File: src/rtl/lsu_pkg.sv
// Shared load/store-unit definitions: load opcodes, controller states and
// the access-size helper used for alignment checks.
package lsu_pkg;

  localparam logic [2:0] LD_LB  = 3'd0;
  localparam logic [2:0] LD_LH  = 3'd1;
  localparam logic [2:0] LD_LW  = 3'd2;
  localparam logic [2:0] LD_LD  = 3'd3;
  localparam logic [2:0] LD_LBU = 3'd4;
  localparam logic [2:0] LD_LHU = 3'd5;
  localparam logic [2:0] LD_LWU = 3'd6;

  typedef enum logic [2:0] {
    OP_LB   = 3'd0,
    OP_LH   = 3'd1,
    OP_LW   = 3'd2,
    OP_LD   = 3'd3,
    OP_LBU  = 3'd4,
    OP_LHU  = 3'd5,
    OP_LWU  = 3'd6,
    OP_RSVD = 3'd7
  } load_op_e;

  typedef enum logic [2:0] {
    S_IDLE,
    S_REQ0,
    S_WAIT0,
    S_REQ1,
    S_WAIT1,
    S_RESP
  } state_e;

  // Access size in bytes; funct3[1:0] encodes log2(size) for all loads.
  function automatic logic [3:0] access_bytes(input logic [2:0] funct3);
    case (funct3[1:0])
      2'd0:    return 4'd1;
      2'd1:    return 4'd2;
      2'd2:    return 4'd4;
      default: return 4'd8;
    endcase
  endfunction

endpackage

File: src/rtl/lsu_ld_extend.sv
// Load lane formatter: shifts a double-word window right by the byte
// offset, keeps the accessed lane and sign- or zero-extends it to DATA_W.
module lsu_ld_extend
  import lsu_pkg::*;
#(
  parameter int unsigned DATA_W = 32,
  localparam int unsigned OFF_W = $clog2(DATA_W / 8)
) (
  input  logic [2*DATA_W-1:0] din,
  input  logic [OFF_W-1:0]    offset,
  input  logic [2:0]          funct3,
  output logic [DATA_W-1:0]   dout
);

  logic [DATA_W-1:0] shifted;
  logic [DATA_W-1:0] mask;
  logic              sgn;

  // Extension as mask-and-fill so one body serves both data widths; a lane
  // as wide as DATA_W yields an all-ones mask and no fill.
  always_comb begin
    shifted = DATA_W'(din >> {offset, 3'b000});
    mask    = '1;
    sgn     = 1'b0;
    case (funct3)
      LD_LB:  begin mask = DATA_W'(64'hFF);        sgn = shifted[7];  end
      LD_LH:  begin mask = DATA_W'(64'hFFFF);      sgn = shifted[15]; end
      LD_LW:  begin mask = DATA_W'(64'hFFFF_FFFF); sgn = shifted[31]; end
      LD_LBU: mask = DATA_W'(64'hFF);
      LD_LHU: mask = DATA_W'(64'hFFFF);
      LD_LWU: mask = DATA_W'(64'hFFFF_FFFF);
      default: mask = '1;
    endcase
    dout = (shifted & mask) | (sgn ? ~mask : '0);
  end

endmodule

File: src/rtl/lsu_load_ctrl.sv
// Sequential LSU load path: one outstanding load, aligned word read over a
// valid/ready memory port, lane extraction and extension of the result.
// Optional build macro LSU_MISALIGN_SPLIT_EN: misaligned loads are serviced
// (two reads when crossing a word) instead of returning an error.
module lsu_load_ctrl
  import lsu_pkg::*;
#(
  parameter int unsigned DATA_W = 32,
  parameter int unsigned ADDR_W = 32
) (
  input  logic              clk,
  input  logic              rst,
  input  logic              req_valid,
  output logic              req_ready,
  input  logic [ADDR_W-1:0] req_addr,
  input  logic [2:0]        req_funct3,
  output logic              mem_req_valid,
  input  logic              mem_req_ready,
  output logic [ADDR_W-1:0] mem_req_addr,
  input  logic              mem_rsp_valid,
  input  logic [DATA_W-1:0] mem_rsp_data,
  output logic              rsp_valid,
  input  logic              rsp_ready,
  output logic [DATA_W-1:0] rsp_data,
  output logic              rsp_err
);

  localparam int unsigned NB    = DATA_W / 8;
  localparam int unsigned OFF_W = $clog2(NB);

  state_e              state;
  logic [OFF_W-1:0]    off_q;
  logic [2:0]          f3_q;
  logic [OFF_W-1:0]    req_off;
  logic [ADDR_W-1:0]   req_aligned;
  logic [3:0]          nbytes;
  logic [3:0]          off_ext;
  logic                illegal;
  logic                misaligned;
  logic [2*DATA_W-1:0] ext_in;
  logic [DATA_W-1:0]   lane;
`ifdef LSU_MISALIGN_SPLIT_EN
  logic                crosses;
  logic                split_q;
  logic [DATA_W-1:0]   lo_q;
`endif

  assign req_ready   = (state == S_IDLE);
  assign req_off     = req_addr[OFF_W-1:0];
  assign req_aligned = {req_addr[ADDR_W-1:OFF_W], {OFF_W{1'b0}}};

  // Classify the incoming request: legality, alignment and word crossing.
  always_comb begin
    nbytes     = access_bytes(req_funct3);
    off_ext    = 4'(req_off);
    misaligned = (off_ext & (nbytes - 4'd1)) != 4'd0;
    case (load_op_e'(req_funct3))
      OP_RSVD:       illegal = 1'b1;
      OP_LD, OP_LWU: illegal = (DATA_W == 32);
      default:       illegal = 1'b0;
    endcase
`ifdef LSU_MISALIGN_SPLIT_EN
    crosses = (5'(off_ext) + 5'(nbytes)) > 5'(NB);
`endif
  end

  // Extender window: {hi, lo} after a split read, otherwise the single word.
  always_comb begin
    ext_in               = '0;
    ext_in[DATA_W-1:0]   = mem_rsp_data;
`ifdef LSU_MISALIGN_SPLIT_EN
    if (state == S_WAIT1) ext_in = {mem_rsp_data, lo_q};
`endif
  end

  lsu_ld_extend #(.DATA_W(DATA_W)) u_extend (
    .din    (ext_in),
    .offset (off_q),
    .funct3 (f3_q),
    .dout   (lane)
  );

  // Load controller FSM with registered memory and response outputs.
  always_ff @(posedge clk) begin
    if (rst) begin
      state         <= S_IDLE;
      off_q         <= '0;
      f3_q          <= '0;
      mem_req_valid <= 1'b0;
      mem_req_addr  <= '0;
      rsp_valid     <= 1'b0;
      rsp_data      <= '0;
      rsp_err       <= 1'b0;
`ifdef LSU_MISALIGN_SPLIT_EN
      split_q       <= 1'b0;
      lo_q          <= '0;
`endif
    end else begin
      case (state)
        S_IDLE: begin
          if (req_valid) begin
            off_q <= req_off;
            f3_q  <= req_funct3;
            if (illegal) begin
              state     <= S_RESP;
              rsp_valid <= 1'b1;
              rsp_err   <= 1'b1;
              rsp_data  <= '0;
            end
`ifdef LSU_MISALIGN_SPLIT_EN
            else begin
              state         <= S_REQ0;
              mem_req_valid <= 1'b1;
              mem_req_addr  <= req_aligned;
              split_q       <= misaligned && crosses;
            end
`else
            else if (misaligned) begin
              state     <= S_RESP;
              rsp_valid <= 1'b1;
              rsp_err   <= 1'b1;
              rsp_data  <= '0;
            end else begin
              state         <= S_REQ0;
              mem_req_valid <= 1'b1;
              mem_req_addr  <= req_aligned;
            end
`endif
          end
        end
        S_REQ0: begin
          if (mem_req_ready) begin
            mem_req_valid <= 1'b0;
            state         <= S_WAIT0;
          end
        end
        S_WAIT0: begin
          if (mem_rsp_valid) begin
`ifdef LSU_MISALIGN_SPLIT_EN
            if (split_q) begin
              lo_q          <= mem_rsp_data;
              mem_req_valid <= 1'b1;
              mem_req_addr  <= mem_req_addr + ADDR_W'(NB);
              state         <= S_REQ1;
            end else
`endif
            begin
              rsp_data  <= lane;
              rsp_err   <= 1'b0;
              rsp_valid <= 1'b1;
              state     <= S_RESP;
            end
          end
        end
`ifdef LSU_MISALIGN_SPLIT_EN
        S_REQ1: begin
          if (mem_req_ready) begin
            mem_req_valid <= 1'b0;
            state         <= S_WAIT1;
          end
        end
        S_WAIT1: begin
          if (mem_rsp_valid) begin
            rsp_data  <= lane;
            rsp_err   <= 1'b0;
            rsp_valid <= 1'b1;
            state     <= S_RESP;
          end
        end
`endif
        S_RESP: begin
          if (rsp_ready) begin
            rsp_valid <= 1'b0;
            state     <= S_IDLE;
          end
        end
        default: state <= S_IDLE;
      endcase
    end
  end

endmodule

File: config.mk
export PLATFORM = sky130hd
export DESIGN_NAME = lsu_load_ctrl
export DESIGN_NICKNAME = d
export VERILOG_FILES = /design/src/rtl/lsu_pkg.sv /design/src/rtl/lsu_ld_extend.sv /design/src/rtl/lsu_load_ctrl.sv
export SDC_FILE = /design/constraint.sdc
export NUM_CORES = 1
export LEC_CHECK = 0
export BUFFER_PORTS_ARGS = -buffer_cell sky130_fd_sc_hd__buf_2
export CORE_MARGIN = 4
export CORE_UTILIZATION = 55
export CTS_BUF_LIST = sky130_fd_sc_hd__clkbuf_4
export DETAILED_ROUTE_END_ITERATION = 8
export GPL_ROUTABILITY_DRIVEN = 0
export PLACE_DENSITY_LB_ADDON = 0.25
export SLEW_MARGIN = 20
export SYNTH_ARGS = -nofsm -noshare
export SYNTH_HDL_FRONTEND = slang
export SYNTH_HIERARCHICAL = 1
export SYNTH_SLANG_ARGS = --single-unit
export TNS_END_PERCENT = 50
File: constraint.sdc
create_clock -name clk -period 3.1 [get_ports clk]
set_clock_uncertainty 0.05 [all_clocks]
set_input_delay 0.465 -clock clk [delete_from_list [all_inputs] [get_ports clk]]
set_output_delay 0.465 -clock clk [all_outputs]
set_load 0.1 [all_outputs]
* Yosys cells after proc, flatten, opt, wreduce, memory -nomap -nowiden
Index checks and enable logic that the tools add are counted.
Storage, ports and cells: register bits after elaboration 73, input port bits 73, output and inout port bits 68, logic and storage cells 81
Cells by class: add/sub/neg operators 1, equal/unequal tests 19, shifts and indexed selects 1, muxes and demuxes 30, bitwise logic cells 6, reduce and logical (&&, ||, !) cells 16
Operators with widths (number):
- 2-to-1 mux 32 bit | 5
- case mux 32 bit (2 select lines) | 2
- bitwise AND 32 bit | 1
- NOT 32 bit | 1
- bitwise OR 32 bit | 1
- >> shifter 32 x 5 -> 32 bit | 1
- 2-to-1 mux 3 bit | 6
- == test 3 bit (second input constant) | 5
- != test 2 bit (second input constant) | 6
- case mux 3 bit (4 select lines) | 1
- case mux 4 bit (3 select lines) | 1
- AND reduction 4 bit | 3
- 2-to-1 mux 1 bit | 11
- AND reduction 5 bit | 2
- == test 3 x 2 -> 1 bit (second input constant) | 3
- == test 3 x 1 -> 1 bit (second input constant) | 2
- logical NOT 3 bit | 2
- case mux 1 bit (3 select lines) | 2
- bitwise AND 2 x 4 -> 4 bit | 1
- case mux 1 bit (2 select lines) | 2
- nonzero test 2 bit | 2
- nonzero test 4 bit | 1
- OR reduction 2 bit | 2
- subtractor 4 x 1 -> 4 bit (second input constant) | 1
- 8 further kinds | 9

* Longest topological paths before layout
depth after elaboration 9, gate-level depth with buffers 6, gate-level depth less buffers 4

* Modules after synthesis
The synthesis kept the hierarchy.
Modules (own cells, without submodules):
- lsu_load_ctrl | instances 1, cells an instance 264, area each 2553.7 sq um, seq. area each 1461.4 sq um
- lsu_ld_extend | instances 1, cells an instance 101, area each 1103.6 sq um, seq. area each 0.0 sq um

* Least setup slack after synthesis
No wires, ideal clock.
path type register -> output, start point register state[1], end point output port req_ready, data arrival time 2.519 ns, data required time 2.585 ns, path slack 0.066 ns, cell stages (with the launch flop) 3, buffers on the path 1, path through dfxtp_1 buf_2 nor3_1
Between the ends: word-level cells in the longest chain between the ends 1
Ends and longest elaborated chain:
- from (decl) | line lsu_load_ctrl.sv:31 | state_e state;
- from (signal assigned) | line lsu_load_ctrl.sv:86 | state <= S_IDLE;
- from (signal assigned) | line lsu_load_ctrl.sv:105 | state <= S_RESP;
- from (signal assigned) | line lsu_load_ctrl.sv:119 | state <= S_RESP;
- logical NOT 3 bit | line lsu_load_ctrl.sv:48 | assign req_ready = (state == S_IDLE);
- to (decl) | line lsu_load_ctrl.sv:14 | output logic req_ready,
No other way between the ends.

* Worst setup path after layout
start point register off_q[1], end point register rsp_data[29]
Between the ends: word-level cells in the longest chain between the ends 6, elaborated cells on any way between the ends 7, classes of those cells shift (1); mux (4); bitwise (2)
Ends and longest elaborated chain:
- from (decl) | line lsu_load_ctrl.sv:32 | logic [OFF_W-1:0] off_q;
- from (signal assigned) | line lsu_load_ctrl.sv:102 | off_q <= req_off;
- >> shifter 32 x 5 -> 32 bit * | line lsu_ld_extend.sv:22 | shifted = DATA_W'(din >> {offset, 3'b000});
- case mux 1 bit (3 select lines) | line lsu_ld_extend.sv:25 | case (funct3)
- 2-to-1 mux 32 bit | line lsu_ld_extend.sv:34 | dout = (shifted & mask) | (sgn ? ~mask : '0);
- bitwise OR 32 bit * | line lsu_ld_extend.sv:34
- named net lane[29] | line lsu_load_ctrl.sv:41 | logic [DATA_W-1:0] lane;
- 2-to-1 mux 32 bit * | line lsu_load_ctrl.sv:138 | if (mem_rsp_valid) begin
- case mux 32 bit (2 select lines) * | line lsu_load_ctrl.sv:99 | case (state)
- to (signal assigned) | line lsu_load_ctrl.sv:148 | rsp_data <= lane;
- to (decl) | line lsu_load_ctrl.sv:24 | output logic [DATA_W-1:0] rsp_data,
Mark *: on every way through the listed nets, which the timed path passes. The rest lies on a longest branch. The select of a mux whose other input is x is not followed. A chain may end at the register's enable or synchronous reset.

==> impl_metrics.toml <==
[job]
drv_cap = 0

[synth]
async_flop_share_pct = 0
synth-seq-cells = 73
synth_cell_type_count = 32
avgSynthCellArea_um2 = 10.0
ys_seq_area_share_pct = 40.0
ys_warn_count = 6
ys.flop_type = "dfxtp_1"
netlist_instances = 365
syn_area_um2 = 3660
synth-edff-count = 0

[timing]
max_freq_mhz = 465
fin_tns_setup_ns = 0
setup_viol = 0
slew_viol_final = 0
rsz0062_at_grt = "false"
hold_violations = 0
tightest_slew_ns = 0.766
min_period_ns = 2.15
maxSlewHeadroom_pct = 48.9
layout_worst_path_cycle_share_pct = 69.4

[critical_path]
critPathRequiredTime_ns = 3.34
startpoint_type = "flop"
cp.arrival_ns = 2.39
cp_max_fo = 20
crit_type = "reg -> reg"
cp-end-kind = "flop"

[floorplanning]
core_region_area_um2 = 6390
initial_core_util_pct = 57.3
die_h_um = 89.5
die_width_um = 89.5
row_count = 29
pin_count = 141
dieArea_um2 = 8020

[clock_network]
insertion_delay_ns = 0.39
tritoncts = "yes"
clock_path_buffers = 2
cts_resized = 0
numCtsBuffers = 9
root_buffer = "clkbuf_4"
clock_sinks = 73
cts.htree.levels = 3
clk_pin_slew_ns = 0.12
cts_setup_buffers = 0
hold_buffers = 0

[global_route]
grt_max_degree = 44
grt_util_all_layers_pct = 22.9
first_global_vias = 2935
grt_overflow_total = 0
antenna_found_initial = 0
grt_pass1_wl_um = 14200

[detailed_routing]
drcViolationCount = 0
antenna_left = 0
wl_per_cell_um = 15.3
routed_wl_um = 9410
first_pass_iters = 4
vias_per_cell = 5.49
vias = 3370
dr.first_iter.drc_count = 253

[place]
place_inst = 599
io_buffers = 138
dpl_cell_area_um2 = 4480
hpwl_um = 7050

[power]
ir_worst_vdd_mv = 0.320
power_density_nw_per_um2 = 470
p_leak_nw = 2.05

[finish]
fill_cells = 518
nets = 606
finalInstanceArea_um2 = 4590
layout-area-overhead-vs-synth_pct = 25.6
layout-drive-gt1-share_pct = 37.6
final_cell_mix = "buf_2, nand2_1, dfxtp_1"
diodes = 0
layout_commonest_cell = "buf_2"
instances_no_fill = 614

[hold_path]
min_path_type = "in -> reg"

[outcome]
outcome = "finished clean"
registers in the layout, summed over array words and instances (netlist names):
register and count:
f3_q 3, mem_req_addr 30, rsp_err 1, rsp_valid 1
rsp_data 32, off_q 2, mem_req_valid 1, state 3
path summary, 6_finish.rpt:
check | start | slack (ns) | depth (start not counted) | end
setup / recovery | off_q[1]$_SDFFE_PP0P_ | 0.95 | 5 | rsp_data[29]$_SDFFE_PP0P_
hold / removal | req_addr[3] | 0.24 | 3 | mem_req_addr[3]$_SDFFE_PP0P_
hold reg to reg | mem_req_addr[20]$_SDFFE_PP0P_ | 0.41 | 2 | mem_req_addr[20]$_SDFFE_PP0P_
setup reg to reg | off_q[1]$_SDFFE_PP0P_ | 0.95 | 5 | rsp_data[29]$_SDFFE_PP0P_
area by class of cell:
cell class	count	area (um^2)	area share, %
Multi-Input combinational cell	304	2180	47.4
Sequential cell	73	1460	31.8
Timing Repair Buffer	144	748	16.3
Tap cell	77	96.3	2.10
Clock buffer	11	82.6	1.80
Clock inverter	4	21.3	0.463
Inverter	1	3.75	0.0817
critical path, stage by stage (launching register included):
cell and delay (ns):
dfxtp_1 0.34, buf_4 0.27, mux4_2 0.57, mux2i_4 0.43, o21ai_1 0.17, a22o_1 0.22
layer usage:
layer | vias to the layer above | routed length, um | global-route usage, %
li1 | 1620 | - | -
met1 | 1575 | 3800 | 30.3
met2 | 158 | 4650 | 36.3
met3 | 17 | 809 | 5.71
met4 | 0 | 144 | 8.25
met5 | - | 0 | 0
metrics by stage:
stage / hold WS [ns] / worst slack (ns) / power [mW] / util [%]
3_5_place_dp: 0.393 / 0.973 / 1.69 / 70.2
5_1_grt: 0.214 / 0.799 / 2.27 / 71.9
6_report: 0.243 / 0.949 / 2.16 / 71.9
4_1_cts: 0.226 / 0.963 / 2.17 / 71.8
2_1_floorplan: 0.405 / 0.0663 / 1.57 / -
3_3_place_gp: 0.388 / 1.05 / 1.68 / 70.2
kinds of logic after synthesis:
group,after synthesis,synth area share (%)
compound gates,100,17.8
mux,41,23.2
simple gates,112,13.0
flops,73,40.0
other cells,1,0.103
buf+inv,38,5.99
synth_stat cells (3+ instances only):
| cell | instances | share of area (%) |
|---|---|---|
| nand2_1 | 89 | 9.1 |
| dfxtp_1 | 73 | 40 |
| a21oi_1 | 34 | 4.7 |
| mux4_2 | 34 | 21 |
| a22o_1 | 32 | 7.7 |
| o21ai_0 | 17 | 2.3 |
| buf_2 | 13 | 1.8 |
| clkbuf_1 | 12 | 1.2 |
| nor2_1 | 10 | 1.0 |
| o21ai_1 | 10 | 1.4 |
| buf_4 | 6 | 1.2 |
| mux2i_1 | 6 | 1.6 |
| buf_6 | 5 | 1.5 |
| nor3_1 | 4 | 0.55 |
| nor2b_1 | 3 | 0.51 |
power breakdown:
| part | switching (mW) | internal, mW |
|---|---|---|
| clock | 0.307 | 0.174 |
| sequential | 0.0313 | 0.974 |
| combinational | 0.460 | 0.211 |
Note: power is estimated with default switching activity, not from simulation.
